$ cat src/rtl/pipe_stage_reg_pkg.sv
// pipe_stage_reg_pkg: shared definitions for the generic inter-stage
// pipeline register.
//  - Default widths used as parameter defaults by pipe_stage_reg.
//  - Control-word field positions; the bubble marker defines CTRL_NOP.
//  - payload_t: typed view of one entry {ctrl, data[NUM_DATA], regdst} at
//    the default widths, with word 0 in the LSBs of data.
package pipe_stage_reg_pkg;

  localparam int DATA_W_DEF   = 32;
  localparam int NUM_DATA_DEF = 3;
  localparam int CTRL_W_DEF   = 8;
  localparam int REG_W_DEF    = 5;

  // Control-word field: bit set only in a bubble (no architectural effect).
  localparam int CTRL_BUBBLE_BIT = 0;

  localparam logic [CTRL_W_DEF-1:0] CTRL_NOP_DEF =
    {{(CTRL_W_DEF-1){1'b0}}, 1'b1} << CTRL_BUBBLE_BIT;

  typedef struct packed {
    logic [CTRL_W_DEF-1:0]                     ctrl;
    logic [NUM_DATA_DEF-1:0][DATA_W_DEF-1:0]   data;
    logic [REG_W_DEF-1:0]                      regdst;
  } payload_t;

endpackage

$ cat src/rtl/pipe_entry_reg.sv
// pipe_entry_reg: one payload register of the pipeline stage.
//  clk     - rising-edge clock
//  reset   - asynchronous active-low reset, loads NOP_VAL
//  load    - capture d at the next edge
//  clear   - overwrite with NOP_VAL at the next edge (wins over load)
//  d / q   - flat payload in / out
module pipe_entry_reg
  import pipe_stage_reg_pkg::*;
#(
  parameter int           W       = 8,
  parameter logic [W-1:0] NOP_VAL = '0
) (
  input  logic         clk,
  input  logic         reset,
  input  logic         load,
  input  logic         clear,
  input  logic [W-1:0] d,
  output logic [W-1:0] q
);

  // Payload storage: clear-to-bubble has priority over a load.
  always_ff @(posedge clk or negedge reset) begin
    if (!reset) begin
      q <= NOP_VAL;
    end else if (clear) begin
      q <= NOP_VAL;
    end else if (load) begin
      q <= d;
    end else begin
      q <= q;
    end
  end

endmodule

$ cat src/rtl/pipe_stage_reg.sv
// pipe_stage_reg: parametrised inter-stage pipeline register with valid/ready
// flow control, synchronous flush and an optional 2-entry skid buffer.
//  clk, reset (async active-low), flush (sync, turns held entries to bubbles)
//  in_valid/in_ready/in_ctrl/in_data/in_regdst     - upstream side
//  out_valid/out_ready/out_ctrl/out_data/out_regdst - downstream side (head)
//  occupancy - number of entries held (0..2)
// The head register always drives the outputs; it is forced to the bubble
// value whenever it holds no valid entry, so downstream may decode ctrl alone.
module pipe_stage_reg
  import pipe_stage_reg_pkg::*;
#(
  parameter int                DATA_W   = DATA_W_DEF,
  parameter int                NUM_DATA = NUM_DATA_DEF,
  parameter int                CTRL_W   = CTRL_W_DEF,
  parameter int                REG_W    = REG_W_DEF,
  parameter logic [CTRL_W-1:0] CTRL_NOP = CTRL_W'(CTRL_NOP_DEF),
  parameter int                SKID     = 1
) (
  input  logic                       clk,
  input  logic                       reset,
  input  logic                       flush,
  input  logic                       in_valid,
  output logic                       in_ready,
  input  logic [CTRL_W-1:0]          in_ctrl,
  input  logic [NUM_DATA*DATA_W-1:0] in_data,
  input  logic [REG_W-1:0]           in_regdst,
  output logic                       out_valid,
  input  logic                       out_ready,
  output logic [CTRL_W-1:0]          out_ctrl,
  output logic [NUM_DATA*DATA_W-1:0] out_data,
  output logic [REG_W-1:0]           out_regdst,
  output logic [1:0]                 occupancy
);

  localparam int PW = CTRL_W + NUM_DATA*DATA_W + REG_W;
  localparam logic [PW-1:0] NOP_PAYLOAD = {CTRL_NOP, {(NUM_DATA*DATA_W+REG_W){1'b0}}};

  logic          accept, retire;
  logic [PW-1:0] in_pl, head_d, head_q, skid_q;
  logic          head_valid, skid_valid;
  logic          head_valid_nxt, skid_valid_nxt;
  logic          head_load, head_clear, skid_load, skid_clear;

  assign in_pl  = {in_ctrl, in_data, in_regdst};
  assign accept = in_valid && in_ready;
  assign retire = head_valid && out_ready;
  // A pending skid entry always has precedence over the input for the head.
  assign head_d = skid_valid ? skid_q : in_pl;

  // Next-state decode for head/skid occupancy and register controls.
  always_comb begin
    head_load      = 1'b0;
    head_clear     = 1'b0;
    skid_load      = 1'b0;
    skid_clear     = 1'b0;
    head_valid_nxt = head_valid;
    skid_valid_nxt = skid_valid;
    if (flush) begin
      head_clear     = 1'b1;
      skid_clear     = 1'b1;
      head_valid_nxt = 1'b0;
      skid_valid_nxt = 1'b0;
    end else if (skid_valid) begin
      // Full: in_ready is low, so only a retire can change anything.
      if (retire) begin
        head_load      = 1'b1;
        skid_clear     = 1'b1;
        skid_valid_nxt = 1'b0;
      end else begin
        head_load = 1'b0;
      end
    end else if (head_valid) begin
      if (retire && accept) begin
        head_load = 1'b1;
      end else if (retire) begin
        head_clear     = 1'b1;
        head_valid_nxt = 1'b0;
      end else if (accept) begin
        skid_load      = 1'b1;
        skid_valid_nxt = 1'b1;
      end else begin
        head_load = 1'b0;
      end
    end else begin
      if (accept) begin
        head_load      = 1'b1;
        head_valid_nxt = 1'b1;
      end else begin
        head_load = 1'b0;
      end
    end
  end

  pipe_entry_reg #(.W(PW), .NOP_VAL(NOP_PAYLOAD)) u_head (
    .clk   (clk),
    .reset (reset),
    .load  (head_load),
    .clear (head_clear),
    .d     (head_d),
    .q     (head_q)
  );

  // Head valid flag.
  always_ff @(posedge clk or negedge reset) begin
    if (!reset) begin
      head_valid <= 1'b0;
    end else begin
      head_valid <= head_valid_nxt;
    end
  end

  generate
    if (SKID != 0) begin : g_skid
      logic in_ready_q;

      pipe_entry_reg #(.W(PW), .NOP_VAL(NOP_PAYLOAD)) u_skid (
        .clk   (clk),
        .reset (reset),
        .load  (skid_load),
        .clear (skid_clear),
        .d     (in_pl),
        .q     (skid_q)
      );

      // Skid valid flag and registered in_ready (high during reset too).
      always_ff @(posedge clk or negedge reset) begin
        if (!reset) begin
          skid_valid <= 1'b0;
          in_ready_q <= 1'b1;
        end else begin
          skid_valid <= skid_valid_nxt;
          in_ready_q <= !skid_valid_nxt;
        end
      end

      assign in_ready = in_ready_q;
    end else begin : g_noskid
      assign skid_q     = NOP_PAYLOAD;
      assign skid_valid = 1'b0;
      assign in_ready   = !head_valid || out_ready;
    end
  endgenerate

  assign out_valid = head_valid;
  assign {out_ctrl, out_data, out_regdst} = head_q;
  assign occupancy = {1'b0, head_valid} + {1'b0, skid_valid};

endmodule

$ cat config.mk
export PLATFORM = sky130hd
export DESIGN_NAME = pipe_stage_reg
export DESIGN_NICKNAME = d
export VERILOG_FILES = /design/src/rtl/pipe_stage_reg_pkg.sv /design/src/rtl/pipe_entry_reg.sv /design/src/rtl/pipe_stage_reg.sv
export SDC_FILE = /design/constraint.sdc
export NUM_CORES = 1
export LEC_CHECK = 0
export BUFFER_PORTS_ARGS = -buffer_cell sky130_fd_sc_hd__buf_2
export CELL_PAD_IN_SITES_DETAIL_PLACEMENT = 1
export CELL_PAD_IN_SITES_GLOBAL_PLACEMENT = 2
export CORE_UTILIZATION = 35
export CTS_BUF_LIST = sky130_fd_sc_hd__clkbuf_4 sky130_fd_sc_hd__clkbuf_8
export DETAILED_ROUTE_END_ITERATION = 8
export MAX_ROUTING_LAYER = met4
export PLACE_DENSITY_LB_ADDON = 0.1
export SYNTH_ARGS = -nofsm -noshare
export SYNTH_HDL_FRONTEND = slang
export SYNTH_SLANG_ARGS = --single-unit
$ cat constraint.sdc
create_clock -name clk -period 2.1 [get_ports clk]
set_clock_uncertainty 0.2 [all_clocks]
set_input_delay 0.105 -clock clk [delete_from_list [all_inputs] [get_ports clk]]
set_output_delay 0.105 -clock clk [all_outputs]
set_load 0.05 [all_outputs]
* Word level (Yosys, flattened, before mapping)
Cells that the tools add are included.
** Cells by class
- Muxes and demuxes :: 29
- $add $sub $neg :: 1
- Equality and inequality tests :: 1
- Reduce and logical (&&, ||, !) cells :: 6
** Operator list (count)
- $mux 109 :: 5
- $mux 1 :: 24
- $reduce_bool 2->1 :: 2
- $logic_and 1x1->1 :: 3
- $add 1x1->2 :: 1
- $ne 2x2->1 const B :: 1
- $logic_not 1->1 :: 1
** Word-level totals
- Input port bits :: 114
- Output and inout port bits :: 113
- Word-level logic and storage cells :: 42
- Flip-flop bits (word level) :: 221

* Logic depth before layout (Yosys ltp)
- Depth after elaboration :: 9
- Depth in mapped cells :: 7
- Gate-level depth less buffers :: 3

* By module
From an unflattened synthesis, not the netlist that was laid out.
** Unflattened totals
- Cells, all modules :: 843
- Area total of the unflattened synthesis :: 10755.3 um2
** By module, submodules not included
- pipe_entry_reg :: cells each 351, sequential area each 2728.9 um2, area an instance 4510.6 um2, times used 2
- pipe_stage_reg :: cells each 141, sequential area each 76.3 um2, area an instance 1734.2 um2, times used 1

* Least setup slack after synthesis
OpenSTA, ideal clock, no wires.
- Path type :: flip-flop to flip-flop
- Start :: register g_skid.in_ready_q (netlist: in_ready)
- End :: register u_head.q[61]
- Arrival :: 1.634 ns
- Library setup time :: 0.096 ns
- Setup slack :: 0.170 ns
- Buffers on the path :: 3
- Data required time :: 1.804 ns
- Clock period less this slack :: 1.930 ns
- Stages on the path, launching flop included :: 7
- Path through :: dfstp_2 nand2_1 a41o_1 buf_2 buf_2 buf_6 a311oi_2
** Between the ends
- Cells in the longest elaborated chain, start to end :: 7
- Elaborated cells on any way between the ends :: 13
- Those cells by class :: mux: 10; reduce/logical: 3
** Ends and longest elaborated chain
- from (decl) :: RTL line pipe_stage_reg.sv:114 : logic in_ready_q;
- from (signal assigned) :: RTL line pipe_stage_reg.sv:132 : in_ready_q <= !skid_valid_nxt;
- $logic_and 1x1->1 * :: RTL line pipe_stage_reg.sv:45 : assign accept = in_valid && in_ready;
- $logic_and 1x1->1 :: RTL line pipe_stage_reg.sv:73 : if (retire && accept) begin
- $mux 1 :: RTL line pipe_stage_reg.sv:73
- $mux 1 :: RTL line pipe_stage_reg.sv:72 : end else if (head_valid) begin
- $mux 1 :: RTL line pipe_stage_reg.sv:63 : end else if (skid_valid) begin
- $mux 1 :: RTL line pipe_stage_reg.sv:58 : if (flush) begin
- $mux 109 / $reduce_bool 2->1 (equally long branches)
- to (signal assigned) :: RTL line pipe_entry_reg.sv:30 : q <= q;
- to (decl) :: RTL line pipe_entry_reg.sv:18 : output logic [W-1:0] q
Every way passes the cells marked *; elsewhere a longest branch is shown, timed or not.
A chain may end at the register's enable or synchronous reset.

* Final worst setup path
- Start :: register skid_valid
- End :: output port occupancy[0]
** Between the ends
- Cells in the longest elaborated chain, start to end :: 1
** Ends and longest elaborated chain
- from (decl) :: RTL line pipe_stage_reg.sv:40 : logic head_valid, skid_valid;
- from (signal assigned) :: RTL line pipe_stage_reg.sv:131 : skid_valid <= skid_valid_nxt;
- $add 1x1->2 :: RTL line pipe_stage_reg.sv:146 : assign occupancy = {1'b0, head_valid} + {1'b0, skid_valid};
- to (decl) :: RTL line pipe_stage_reg.sv:32 : output logic [1:0] occupancy
Every way passes these cells.

==> impl_metrics.prom <==
# TYPE chip_impl_metric gauge
chip_impl_info{name="status",value="finished, final reports clean"} 1
chip_impl_info{name="rsz_0062_raised_after_global_routing",value="false"} 1
chip_impl_metric{name="area.sequential",unit="um^2"} 5540
chip_impl_metric{name="setup_viol_count_final",unit=""} 0
chip_impl_metric{name="globalRouteOverflowTotal",unit=""} 0
chip_impl_metric{name="leakage_power",unit="uW"} 0.00616
chip_impl_metric{name="timing.final.max_slew_violations",unit=""} 0
chip_impl_metric{name="synth_sequential_area_ratio",unit="%"} 54.5
chip_impl_metric{name="drt_first_pass_iters",unit=""} 5
chip_impl_metric{name="max_freq",unit="MHz"} 496
chip_impl_metric{name="initialDrtViolationCount",unit=""} 574
chip_impl_metric{name="setup_tns",unit="ns"} 0
chip_impl_metric{name="worst-endpoint-required",unit="ns"} 1.79
chip_impl_metric{name="total_clock_buffers_created_by_cts",unit=""} 41
chip_impl_metric{name="timing.reg2reg.setup_slack",unit="ns"} 0.10
chip_impl_metric{name="slowest_delay",unit="ns"} 0.50
chip_impl_metric{name="place_ws",unit="ns"} 0.180
chip_impl_metric{name="clock_sink_count",unit=""} 221
chip_impl_metric{name="worst_setup_margin",unit="ns"} 0.0825
chip_impl_metric{name="die_width",unit="um"} 172
chip_impl_metric{name="area_growth",unit="%"} 35.6
chip_impl_info{name="hp-class",value="in -> reg"} 1
chip_impl_metric{name="wirelength",unit="mm"} 35.6
chip_impl_info{name="hold-path-endpoint",value="g_skid.u_skid.q[14]"} 1
chip_impl_info{name="crit_path_end_kind",value="output port"} 1
chip_impl_info{name="critPathLaunchType",value="register"} 1
chip_impl_info{name="critical_path.reg2reg.startpoint",value="skid_valid"} 1
chip_impl_metric{name="cellPowerDensity",unit="nW/um^2"} 856
chip_impl_metric{name="final.fill_count",unit=""} 3203
chip_impl_metric{name="grt_use_total",unit="%"} 25.1
chip_impl_metric{name="grt_antenna_before_repair",unit=""} 1
chip_impl_metric{name="relSlewSlack",unit="%"} 60.0
chip_impl_metric{name="synth_cells",unit=""} 1016
chip_impl_metric{name="multiInputGateArea",unit="um^2"} 3650
chip_impl_metric{name="die_area",unit="um^2"} 29700
chip_impl_metric{name="final_min_period_over_clock_period",unit="%"} 96.1
chip_impl_metric{name="row_count",unit=""} 61
chip_impl_metric{name="timing.hold.worst_path_depth",unit=""} 4
chip_impl_metric{name="grt_start_max_net_pins",unit=""} 90
chip_impl_info{name="startpoint",value="skid_valid"} 1
chip_impl_metric{name="synth.distinct_cells",unit=""} 27
chip_impl_info{name="timing.rr.end",value="g_skid.u_skid.q[23]"} 1
chip_impl_metric{name="route.detailed.drc",unit=""} 0
chip_impl_metric{name="crit_path_max_fanout",unit=""} 39
chip_impl_metric{name="critical_path_arrival",unit="ns"} 1.71
chip_impl_info{name="cts_tree",value="done"} 1
chip_impl_metric{name="first_pass_grt_wire_length",unit="mm"} 56.5
chip_impl_metric{name="clock_path_buffers",unit=""} 3
chip_impl_metric{name="final_nets",unit=""} 1431
chip_impl_metric{name="mappedNetlistNets",unit=""} 1131
chip_impl_metric{name="chipHeight",unit="um"} 172
chip_impl_metric{name="core-area",unit="um^2"} 28200
chip_impl_metric{name="worst_slew_pin_slew",unit="ns"} 0.599
chip_impl_info{name="worstSetupPathType",value="reg -> out"} 1
chip_impl_info{name="cts_root_buf",value="sky130_fd_sc_hd__clkbuf_8"} 1
chip_impl_metric{name="detailedPlacementHpwl",unit="mm"} 19.9
chip_impl_metric{name="cts_max_level",unit=""} 2
chip_impl_metric{name="timing_hold_violations_final",unit=""} 0
chip_impl_metric{name="detailroute.via_count",unit=""} 9437
chip_impl_metric{name="layout-drive-gt1-share",unit="%"} 26.5
chip_impl_metric{name="min_period",unit="ns"} 2.02
chip_impl_metric{name="num_io_pins",unit=""} 227
chip_impl_metric{name="globalplace.congestion",unit=""} 0.747
chip_impl_metric{name="vdd.ir_drop.worst",unit="mV"} 0.403
chip_impl_info{name="timing.critical_path.slowest_stage_cell",value="sky130_fd_sc_hd__dfrtp_4"} 1
chip_impl_metric{name="latest_clock_arrival_within_the_worst_skew_pair",unit="ns"} 0.53
chip_impl_metric{name="cell_area_after_technology_mapping",unit="um^2"} 10200
chip_impl_metric{name="worst_r2r_path_depth",unit=""} 5
chip_impl_metric{name="path_clk_slew",unit="ns"} 0.06
chip_impl_metric{name="residual_antenna_violating_net_count_after_detailed_routing",unit=""} 0
chip_impl_metric{name="wl_per_cell",unit="um"} 20.7
chip_impl_metric{name="vias_per_cell",unit=""} 5.48
chip_impl_metric{name="totalPowerFinal",unit="uW"} 11800
chip_impl_metric{name="synth.yosys.warnings",unit=""} 0
chip_impl_metric{name="vias_in_the_first_global_route",unit=""} 10200
chip_impl_metric{name="timing.max_cap.violations",unit=""} 0
chip_impl_metric{name="synth_area_per_cell",unit="um^2"} 10.0
chip_impl_metric{name="synth-seq-cells",unit=""} 221
chip_impl_metric{name="portBuffers",unit=""} 226
chip_impl_metric{name="start_util",unit="%"} 36.1
chip_impl_info{name="worstPathCellList",value="buf_16 -> ha_1 -> buf_6"} 1
chip_impl_info{name="hp-start",value="in_data[9]"} 1
==> worst max-delay path, delay by kind of cell (launching register included) <==
kind	cells	cell delay (ns)
adder cells (fa/ha/maj)	1	0.32
buffers and inverters	2	0.37
flip-flops	1	0.50
==> cell usage in the layout, fill, tap and decap left out, drive strengths merged, types with 2 or more instances in the layout <==
cell,n
o21ai,2
a311oi,108
o32ai,108
buf,262
dlygate4sd3,114
clkbuf,67
inv,112
dfrtp,218
and3,2
nand2b,3
a31oi,109
dfstp,3
a21oi,2
clkinvlp,2
nand2,219
==> report_power, final <==
| part | internal [uW] | switching (uW) | total, uW |
|---|---|---|---|
| Sequential | 4570 | 184 | 4750 |
| Combinational | 881 | 2030 | 2910 |
| Clock | 2360 | 1770 | 4120 |
==> logic make-up (layout without fill, tap and decap cells) <==
| kind of cell | count (synthesis) | in the layout | share of synthesized area (%) |
|---|---|---|---|
| AND/OR/NAND/NOR | 228 | 228 | 8.66 |
| flip-flops | 221 | 221 | 54.5 |
| buffers and inverters | 232 | 558 | 10.1 |
| other | 0 | 1 | 0 |
| AO/OA/AOI/OAI | 334 | 334 | 26.6 |
| adder cells (fa/ha/maj) | 1 | 1 | 0.123 |
==> cell type report <==
type                    instances  share of cell area, %
flip-flops and latches        221                   40.2
multi-input cells             563                   26.5
repair buffers                377                   20.9
clock buffers                  67                   5.74
well taps                     378                   3.43
inverters                     112                   3.07
clock inverters                 2                  0.109
diodes                          1                 0.0182
==> flip-flops by register name, indices dropped and copies added (netlist names) <==
| register | flops |
|---|---|
| g_skid.u_skid.q | 109 |
| u_head.q | 109 |
| in_ready | 1 |
| out_valid | 1 |
| skid_valid | 1 |
==> worst max-delay path by stage <==
stage / end / slack (ns) / cells past startpoint
finish: occupancy[0] / 0.08 / 3
global route: occupancy[0] / 0.01 / 3
CTS: occupancy[0] / 0.02 / 3
detailed placement: u_head.q[92] / 0.18 / 4
global placement: u_head.q[5] / 0.23 / 4
floorplan: u_head.q[61] / 0.17 / 6
==> metal layers <==
layer	global-route usage, %	up-vias	part of all wire (%)	wire length [um]
met5	-	-	0	0
met4	5.58	0	1.4	481
met3	4.53	50	5.3	1880
met2	41.9	258	49	17500
met1	31.7	4774	44	15700
li1	-	4355	-	-
==> Yosys cell counts <==
library cell	instances	area share (%)
sky130_fd_sc_hd__a21boi_1	1	0.074
sky130_fd_sc_hd__a21o_1	1	0.074
sky130_fd_sc_hd__a21oi_1	2	0.099
sky130_fd_sc_hd__a311o_1	1	0.099
sky130_fd_sc_hd__a311oi_1	98	8.5
sky130_fd_sc_hd__a311oi_2	10	1.5
sky130_fd_sc_hd__a31oi_1	109	6.7
sky130_fd_sc_hd__a41o_1	1	0.099
sky130_fd_sc_hd__and3_1	2	0.12
sky130_fd_sc_hd__buf_1	2	0.074
sky130_fd_sc_hd__buf_2	58	2.9
sky130_fd_sc_hd__buf_4	11	0.81
sky130_fd_sc_hd__buf_6	6	0.67
sky130_fd_sc_hd__clkbuf_1	43	1.6
sky130_fd_sc_hd__dfrtp_1	218	54
sky130_fd_sc_hd__dfstp_2	3	0.78
sky130_fd_sc_hd__ha_1	1	0.12
sky130_fd_sc_hd__inv_1	112	4.1
sky130_fd_sc_hd__nand2_1	219	8.1
sky130_fd_sc_hd__nand2b_1	3	0.18
sky130_fd_sc_hd__nand3_1	1	0.049
sky130_fd_sc_hd__nand4bb_1	1	0.11
sky130_fd_sc_hd__nor2_1	1	0.037
sky130_fd_sc_hd__o21ai_0	2	0.099
sky130_fd_sc_hd__o32a_1	1	0.099
sky130_fd_sc_hd__o32ai_1	108	9.3
sky130_fd_sc_hd__or2_2	1	0.062
==> stage by stage <==
stage / util, % / std cells / hold slack, ns / cell area, um^2
2_1_floorplan: - / 1016 / -0.391 / 10200
3_5_place_dp: 41.8 / 1535 / -0.0647 / 11800
3_3_place_gp: 41.8 / 1535 / -0.0651 / 11800
4_1_cts: 48.9 / 1720 / 0.160 / 13800
5_1_grt: 48.9 / 1721 / 0.198 / 13800
6_report: 48.9 / 1721 / 0.189 / 13800
==> repair_timing <==
item	CTS	global route
hold buffers	114	0
setup endpoints to repair	2	1
pin swaps	0	0
hold endpoints to repair	442	0
gates cloned	1	0
buffers inserted	1	0
gates resized for setup	2	1
Power figures use the tool's default switching activity.
